<file path="src/rtl/booth_pkg.sv">
// Shared types for the radix-4 Booth sequential multiplier: FSM states,
// Booth digit values and the three-bit digit decoder.
package booth_pkg;

   typedef enum logic [1:0] {
      IDLE = 2'd0,
      RUN  = 2'd1,
      DONE = 2'd2
   } state_t;

   typedef enum logic [2:0] {
      DIG_ZERO = 3'd0,
      DIG_POS1 = 3'd1,
      DIG_POS2 = 3'd2,
      DIG_NEG1 = 3'd3,
      DIG_NEG2 = 3'd4
   } booth_digit_t;

   // Bits are {y[2i+1], y[2i], y[2i-1]}.
   function automatic booth_digit_t booth_decode(input logic [2:0] bits);
      case (bits)
         3'b001, 3'b010: return DIG_POS1;
         3'b011:         return DIG_POS2;
         3'b100:         return DIG_NEG2;
         3'b101, 3'b110: return DIG_NEG1;
         default:        return DIG_ZERO;
      endcase
   endfunction

endpackage

</file>
<file path="src/rtl/booth_seq_mult_if.sv">
// Operand/result handshake bundle for booth_seq_mult.
interface booth_seq_mult_if #(
   parameter int WIDTH = 8
);
   logic                 in_valid;
   logic                 in_ready;
   logic [WIDTH-1:0]     x;
   logic [WIDTH-1:0]     y;
   logic                 mode;
   logic                 out_valid;
   logic                 out_ready;
   logic [2*WIDTH-1:0]   p;
   logic                 busy;

   modport master (
      output in_valid, x, y, mode, out_ready,
      input  in_ready, out_valid, p, busy
   );

   modport slave (
      input  in_valid, x, y, mode, out_ready,
      output in_ready, out_valid, p, busy
   );
endinterface

</file>
<file path="src/rtl/booth_r4_pp.sv">
// Combinational radix-4 Booth partial product: selects 0/+-X/+-2X, shifts by
// two bits per digit index and optionally clears the low APPROX_K columns.
module booth_r4_pp
   import booth_pkg::*;
#(
   parameter int WIDTH    = 8,
   parameter int APPROX_K = 4,
   parameter int IDX_W    = 2
) (
   input  logic [WIDTH-1:0]   x,
   input  logic [2:0]         digit,
   input  logic [IDX_W-1:0]   idx,
   input  logic               mask_en,
   output logic [2*WIDTH-1:0] pp
);
   localparam int PW = 2 * WIDTH;
   // One extra bit so APPROX_K == 2*WIDTH still yields an all-ones mask.
   localparam logic [PW:0]   MASK_EXT = ((PW+1)'(1) << APPROX_K) - (PW+1)'(1);
   localparam logic [PW-1:0] LOW_MASK = MASK_EXT[PW-1:0];

   logic [PW-1:0] x_ext;
   logic [PW-1:0] mag;
   logic [PW-1:0] shifted;

   always_comb begin
      // NOTE: every combinational output gets a default first so no path can infer a latch.
      x_ext   = {{WIDTH{x[WIDTH-1]}}, x};
      mag     = '0;
      case (booth_decode(digit))
         DIG_POS1: mag = x_ext;
         DIG_POS2: mag = x_ext << 1;
         DIG_NEG1: mag = ~x_ext + PW'(1);
         DIG_NEG2: mag = ~(x_ext << 1) + PW'(1);
         default:  mag = '0;
      endcase
      shifted = mag << {idx, 1'b0};
      pp      = mask_en ? (shifted & ~LOW_MASK) : shifted;
   end

endmodule

</file>
<file path="src/rtl/booth_seq_mult.sv">
// Sequential radix-4 Booth multiplier: one digit per clock, WIDTH/2 clocks per
// product, with an optional approximate mode that drops low partial-product columns.
module booth_seq_mult
   import booth_pkg::*;
#(
   parameter int WIDTH    = 8,
   parameter int APPROX_K = 4
) (
   input  logic            clk,
   input  logic            rst,
   booth_seq_mult_if.slave bus
);
   localparam int N     = WIDTH / 2;
   localparam int IDX_W = (N > 1) ? $clog2(N) : 1;
   localparam logic [IDX_W-1:0] LAST = IDX_W'(N - 1);

   state_t               state;
   logic [IDX_W-1:0]     cnt;
   logic [WIDTH-1:0]     x_q;
   logic [WIDTH-1:0]     y_q;
   logic                 mode_q;
   logic [2*WIDTH-1:0]   acc;
   logic [2*WIDTH-1:0]   p_q;
   logic                 in_ready_q;
   logic                 out_valid_q;
   logic                 busy_q;

   logic [WIDTH:0]       y_ext;
   logic [2:0]           digit;
   logic [2*WIDTH-1:0]   pp;
   logic [2*WIDTH-1:0]   acc_next;

   // The appended zero supplies y[-1] for the first digit.
   assign y_ext    = {y_q, 1'b0};
   assign digit    = y_ext[{cnt, 1'b0} +: 3];
   assign acc_next = acc + pp;

   booth_r4_pp #(
      .WIDTH    (WIDTH),
      .APPROX_K (APPROX_K),
      .IDX_W    (IDX_W)
   ) u_pp (
      .x       (x_q),
      .digit   (digit),
      .idx     (cnt),
      .mask_en (mode_q),
      .pp      (pp)
   );

   always_ff @(posedge clk) begin
      // NOTE: sequential state uses non-blocking assignments so every register samples pre-edge values.
      if (rst) begin
         state       <= IDLE;
         cnt         <= '0;
         x_q         <= '0;
         y_q         <= '0;
         mode_q      <= 1'b0;
         acc         <= '0;
         p_q         <= '0;
         in_ready_q  <= 1'b1;
         out_valid_q <= 1'b0;
         busy_q      <= 1'b0;
      end else begin
         case (state)
            IDLE: begin
               if (bus.in_valid) begin
                  x_q        <= bus.x;
                  y_q        <= bus.y;
                  mode_q     <= bus.mode;
                  cnt        <= '0;
                  acc        <= '0;
                  state      <= RUN;
                  in_ready_q <= 1'b0;
                  busy_q     <= 1'b1;
               end
            end
            RUN: begin
               acc <= acc_next;
               cnt <= cnt + IDX_W'(1);
               if (cnt == LAST) begin
                  state       <= DONE;
                  p_q         <= acc_next;
                  out_valid_q <= 1'b1;
               end
            end
            DONE: begin
               if (bus.out_ready) begin
                  state       <= IDLE;
                  p_q         <= '0;
                  out_valid_q <= 1'b0;
                  busy_q      <= 1'b0;
                  in_ready_q  <= 1'b1;
               end
            end
            default: begin
               state       <= IDLE;
               p_q         <= '0;
               out_valid_q <= 1'b0;
               busy_q      <= 1'b0;
               in_ready_q  <= 1'b1;
            end
         endcase
      end
   end

   assign bus.in_ready  = in_ready_q;
   assign bus.out_valid = out_valid_q;
   assign bus.busy      = busy_q;
   assign bus.p         = p_q;

endmodule

</file>
<file path="src/flat_wrapper.sv">
// flat-port wrapper written by rule: the top's interface ports become plain ports
module booth_seq_mult_flat import booth_pkg::*;
#(
   parameter int WIDTH    = 8,
   parameter int APPROX_K = 4
)
  (clk, rst, bus_in_valid, bus_x, bus_y, bus_mode, bus_out_ready, bus_in_ready, bus_out_valid, bus_p, bus_busy);
  booth_seq_mult_if #(.WIDTH(WIDTH)) bus_i ();
  input  logic clk;
  input  logic rst;
  input wire logic [$bits(bus_i.in_valid)-1:0] bus_in_valid;
  input wire logic [$bits(bus_i.x)-1:0] bus_x;
  input wire logic [$bits(bus_i.y)-1:0] bus_y;
  input wire logic [$bits(bus_i.mode)-1:0] bus_mode;
  input wire logic [$bits(bus_i.out_ready)-1:0] bus_out_ready;
  output wire logic [$bits(bus_i.in_ready)-1:0] bus_in_ready;
  output wire logic [$bits(bus_i.out_valid)-1:0] bus_out_valid;
  output wire logic [$bits(bus_i.p)-1:0] bus_p;
  output wire logic [$bits(bus_i.busy)-1:0] bus_busy;
  assign bus_i.in_valid = bus_in_valid;
  assign bus_i.x = bus_x;
  assign bus_i.y = bus_y;
  assign bus_i.mode = bus_mode;
  assign bus_i.out_ready = bus_out_ready;
  assign bus_in_ready = bus_i.in_ready;
  assign bus_out_valid = bus_i.out_valid;
  assign bus_p = bus_i.p;
  assign bus_busy = bus_i.busy;
  booth_seq_mult #(.WIDTH(WIDTH), .APPROX_K(APPROX_K)) u_core (.clk(clk), .rst(rst), .bus(bus_i));
endmodule
</file>
<file path="config.mk">
export PLATFORM = sky130hd
export DESIGN_NAME = booth_seq_mult_flat
export DESIGN_NICKNAME = d
export VERILOG_FILES = /design/src/rtl/booth_pkg.sv /design/src/rtl/booth_seq_mult_if.sv /design/src/rtl/booth_r4_pp.sv /design/src/rtl/booth_seq_mult.sv /design/src/flat_wrapper.sv
export SDC_FILE = /design/constraint.sdc
export NUM_CORES = 1
export LEC_CHECK = 0
export ABC_AREA = 1
export CELL_PAD_IN_SITES_DETAIL_PLACEMENT = 0
export CELL_PAD_IN_SITES_GLOBAL_PLACEMENT = 2
export CORE_AREA = 4 4 116 118
export CTS_CLUSTER_SIZE = 8
export DETAILED_ROUTE_END_ITERATION = 12
export DIE_AREA = 0 0 120 122
export HOLD_SLACK_MARGIN = 0.12
export PLACE_DENSITY_LB_ADDON = 0.1
export SLEW_MARGIN = 25
export SYNTH_ARGS = -nofsm -noshare
export SYNTH_HDL_FRONTEND = slang
export SYNTH_SLANG_ARGS = --single-unit
</file>
<file path="constraint.sdc">
create_clock -name clk -period 2.95 [get_ports clk]
set_clock_uncertainty 0.1 [all_clocks]
set_input_delay 0.295 -clock clk [delete_from_list [all_inputs] [get_ports clk]]
set_output_delay 0.295 -clock clk [all_outputs]
set_load 0.05 [all_outputs]
</file>
==> impl_metrics.env <==
export IMPL_status="finished with violations"
export IMPL_failed_checks="negative setup slack"
export IMPL_yosysMostFrequentCell="nand2_1"
export IMPL_p_clk_frac=0.254
export IMPL_p_int_mw=1.77
export IMPL_setup_slack_ps=-265
export IMPL_grt_max_degree=34
export IMPL_worst_pin_slew_ps=728
export IMPL_grt_util_all_layers=0.148
export IMPL_antenna_found_initial=0
export IMPL_clock_path_buffers=2
export IMPL_syn_inst=500
export IMPL_ios=40
export IMPL_fmax_mhz=311
export IMPL_post_route_drc_count=0
export IMPL_start_util=0.275
export IMPL_period_share=1.09
export IMPL_clk_pin_slew_worst_paths_ps=70
export IMPL_grt_pass1_wl_mm=17.4
export IMPL_cts_hold_buf=0
export IMPL_muxShareOfSynthArea=0.00583
export IMPL_ys_ff_latch=56
export IMPL_pwr_share_seq=0.308
export IMPL_vias=3696
export IMPL_antenna_cells=0
export IMPL_ys_seq_area_frac=0.327
export IMPL_switching_share=0.366
export IMPL_synth_ff_type="dfxtp_1"
export IMPL_root_buffer="clkbuf_16"
export IMPL_netSwitchingPower_mw=1.02
export IMPL_rsz0062_at_grt="yes"
export IMPL_setup_viol_count_final=22
export IMPL_avgSynthCellArea_sq_um=6.87
export IMPL_yosysTopAreaCellShare=0.327
export IMPL_htree_levels=2
export IMPL_die_h_um=122
export IMPL_viasPerCell=4.65
export IMPL_clock_sinks=56
export IMPL_r2r_end="u_core.acc[12]$_SDFFE_PP0P_"
export IMPL_cellPowerDensity_nw_per_um2=504
export IMPL_ant_nets=0
export IMPL_yosys_area_share_simple=0.262
export IMPL_end_kind="register"
export IMPL_syn_to_final_growth_pct=61.1
export IMPL_instances_no_fill=794
export IMPL_layout_drive_gt1_share=0.387
export IMPL_endpoint="u_core.acc[12]$_SDFFE_PP0P_"
export IMPL_wl_mm=11.1
export IMPL_grt_pass1_vias=3610
export IMPL_async_flop_share=0
export IMPL_finalHoldViolCount=0
export IMPL_cp_arrival_ps=3360
export IMPL_synth_edf_count=0
export IMPL_dp_final_hpwl_mm=7.84
export IMPL_gp_congestion=0.812
export IMPL_slew_headroom=0.514
export IMPL_nets=661
export IMPL_synth_top_family_by_area="simple AND/OR/NAND/NOR gates"
export IMPL_die_area_sq_um=14600
export IMPL_cts_buffers_inserted=5
export IMPL_startpoint="u_core.cnt[0]$_SDFFE_PP0P_"
export IMPL_synth_area_leaders="dfxtp_1 (33%), a21oi_1 (11%), nand2_1 (10%), o21ai_0 (7.7%), ha_1 (6.6%)"
export IMPL_firstDrtPassIters=4
export IMPL_synth_top_area_cell="dfxtp_1"
export IMPL_max_cap_violations=0
export IMPL_cts_tree="done"
export IMPL_synth_nets=540
export IMPL_crit_type="reg2reg"
export IMPL_synthAdderAreaFrac=0.0714
export IMPL_dp_cells=763
export IMPL_clk_latency_ps=310
export IMPL_netlist_area_sq_um=3430
export IMPL_synth_xor_area_share=0.0102
export IMPL_final_util=0.444
export IMPL_rrSetupSlack_ps=-260
export IMPL_crit_fanout=6
export IMPL_synth_common_cells="nand2_1 (95), a21oi_1 (75), dfxtp_1 (56)"
export IMPL_p_leak_nw=2.22
export IMPL_whs_ps=366
export IMPL_p_comb_frac=0.438
export IMPL_grt_overflow=0
export IMPL_drv_slew=0
export IMPL_hold_class="reg2reg"
export IMPL_coreArea_sq_um=12500
export IMPL_min_period_ps=3210
export IMPL_max_vdd_ir_drop_mv=0.288
export IMPL_worstRegToRegCells=22
export IMPL_r2r_start="u_core.cnt[0]$_SDFFE_PP0P_"
export IMPL_rows=41
export IMPL_hp_start="u_core.bus.out_valid$_SDFFE_PP0P_"
export IMPL_port_buffers=39
export IMPL_required_ps=3090
export IMPL_seq_area_sq_um=1130
export IMPL_wl_per_cell_um=13.9
export IMPL_die_x_um=120
export IMPL_drt_iter0_markers=114
export IMPL_synthDistinctLibCells=44
export IMPL_nFillCells=1308
export IMPL_multi_input_area_sq_um=2700
export IMPL_critPathLaunchType="register"
export IMPL_synth_compound_area_frac=0.243
export IMPL_synth_warning_count=0
## area by class of cell
cell class	instances	area share
Multi-Input combinational cell	378	0.487
Timing Repair Buffer	133	0.205
Sequential cell	56	0.204
Tap cell	172	0.0389
Inverter	47	0.0346
Clock buffer	6	0.0233
Clock inverter	2	0.00701
## power by group through the flow
| stage | Clock [mW] | Combinational (mW) | Sequential (mW) |
|---|---|---|---|
| 2_1_floorplan | 0 | 0.471 | 0.939 |
| 3_3_place_gp | 0 | 0.927 | 0.867 |
| 3_5_place_dp | 0 | 0.926 | 0.867 |
| 4_1_cts | 0.743 | 1.04 | 0.853 |
| 5_1_grt | 0.775 | 1.33 | 0.866 |
| 6_report | 0.708 | 1.22 | 0.857 |
## through the flow
step / area, sq um / total power [mW] / setup slack [ps] / TNS, ps
global placement: 4500 / 1.79 / -464 / -7950
detailed placement: 4500 / 1.79 / -571 / -9130
floorplan: 3440 / 1.41 / 1.85 / 0
global route: 5530 / 2.97 / -506 / -9400
finish: 5530 / 2.79 / -265 / -3970
CTS: 4990 / 2.64 / -303 / -5050
## worst max-delay path: stages, from the launching register on
cell and delay, ps:
dfxtp_4 360, buf_6 130, nand2_1 70, nand3_2 100, nand2_4 110, inv_2 50
nand2_4 80, nand2_4 60, nor2_4 150, inv_4 80, o221ai_4 230, nand2_2 130
o21ai_4 190, ha_4 240, a21oi_4 190, o21ai_4 80, nand2_1 60, nand4_1 110
buf_4 160, a21oi_1 130, o21ai_1 90, buf_4 150, a21oi_1 110
## cell families after synthesis
| logic type | count (synthesis) |
|---|---|
| compound gates | 158 |
| xor+xnor | 4 |
| fa+ha+maj | 19 |
| buf+inv | 66 |
| flops | 56 |
| mux | 2 |
| simple gates | 195 |
## worst min path at each step
| stage | end | depth (start not counted) |
|---|---|---|
| 6_report | u_core.bus.out_valid$_SDFFE_PP0P_ | 2 |
| 5_1_grt | u_core.acc[0]$_SDFFE_PP0P_ | 2 |
| 4_1_cts | u_core.y_q[6]$_SDFFE_PP0P_ | 2 |
| 3_5_place_dp | u_core.y_q[6]$_SDFFE_PP0P_ | 2 |
| 3_3_place_gp | u_core.bus.out_valid$_SDFFE_PP0P_ | 2 |
| 2_1_floorplan | u_core.cnt[0]$_SDFFE_PP0P_ | 1 |
## sequential cells by signal, summed over array words and instances (netlist names)
name / count
u_core.acc: 16
u_core.bus.p: 16
u_core.x_q: 8
u_core.y_q: 8
u_core.cnt: 2
u_core.state: 2
u_core.bus.busy: 1
u_core.bus.in_ready: 1
u_core.bus.out_valid: 1
u_core.mode_q: 1
## cells in the final DEF (no fill, tap or decap), types with 5 or more instances in the layout
master	n
a21oi_1	55
a21oi_2	14
a21oi_4	6
buf_4	86
buf_6	7
clkbuf_16	5
clkdlybuf4s50_1	39
dfxtp_1	54
ha_1	7
ha_4	9
inv_1	35
inv_2	6
inv_4	6
nand2_1	73
nand2_2	25
nand2_4	8
nand3_1	15
nand3_2	7
nor2_1	32
nor2_2	9
nor2_4	9
o21ai_0	35
o21ai_1	13
o21ai_2	13
o21ai_4	5
## metal layers
metal | track usage | vias up | part of all wire
met5 | 0 | - | 0
met4 | 0.0451 | 0 | 0.019
met3 | 0.0371 | 16 | 0.032
met2 | 0.247 | 43 | 0.49
met1 | 0.187 | 1706 | 0.46
li1 | - | 1931 | -
## repair_timing
| item | CTS | global route |
|---|---|---|
| endpoints found under the setup margin | 24 | 28 |
| setup buffers | 13 | 11 |
| pin swaps | 31 | 60 |
| resized for setup | 64 | 101 |
No activity file was read; power rests on OpenSTA's default activity.
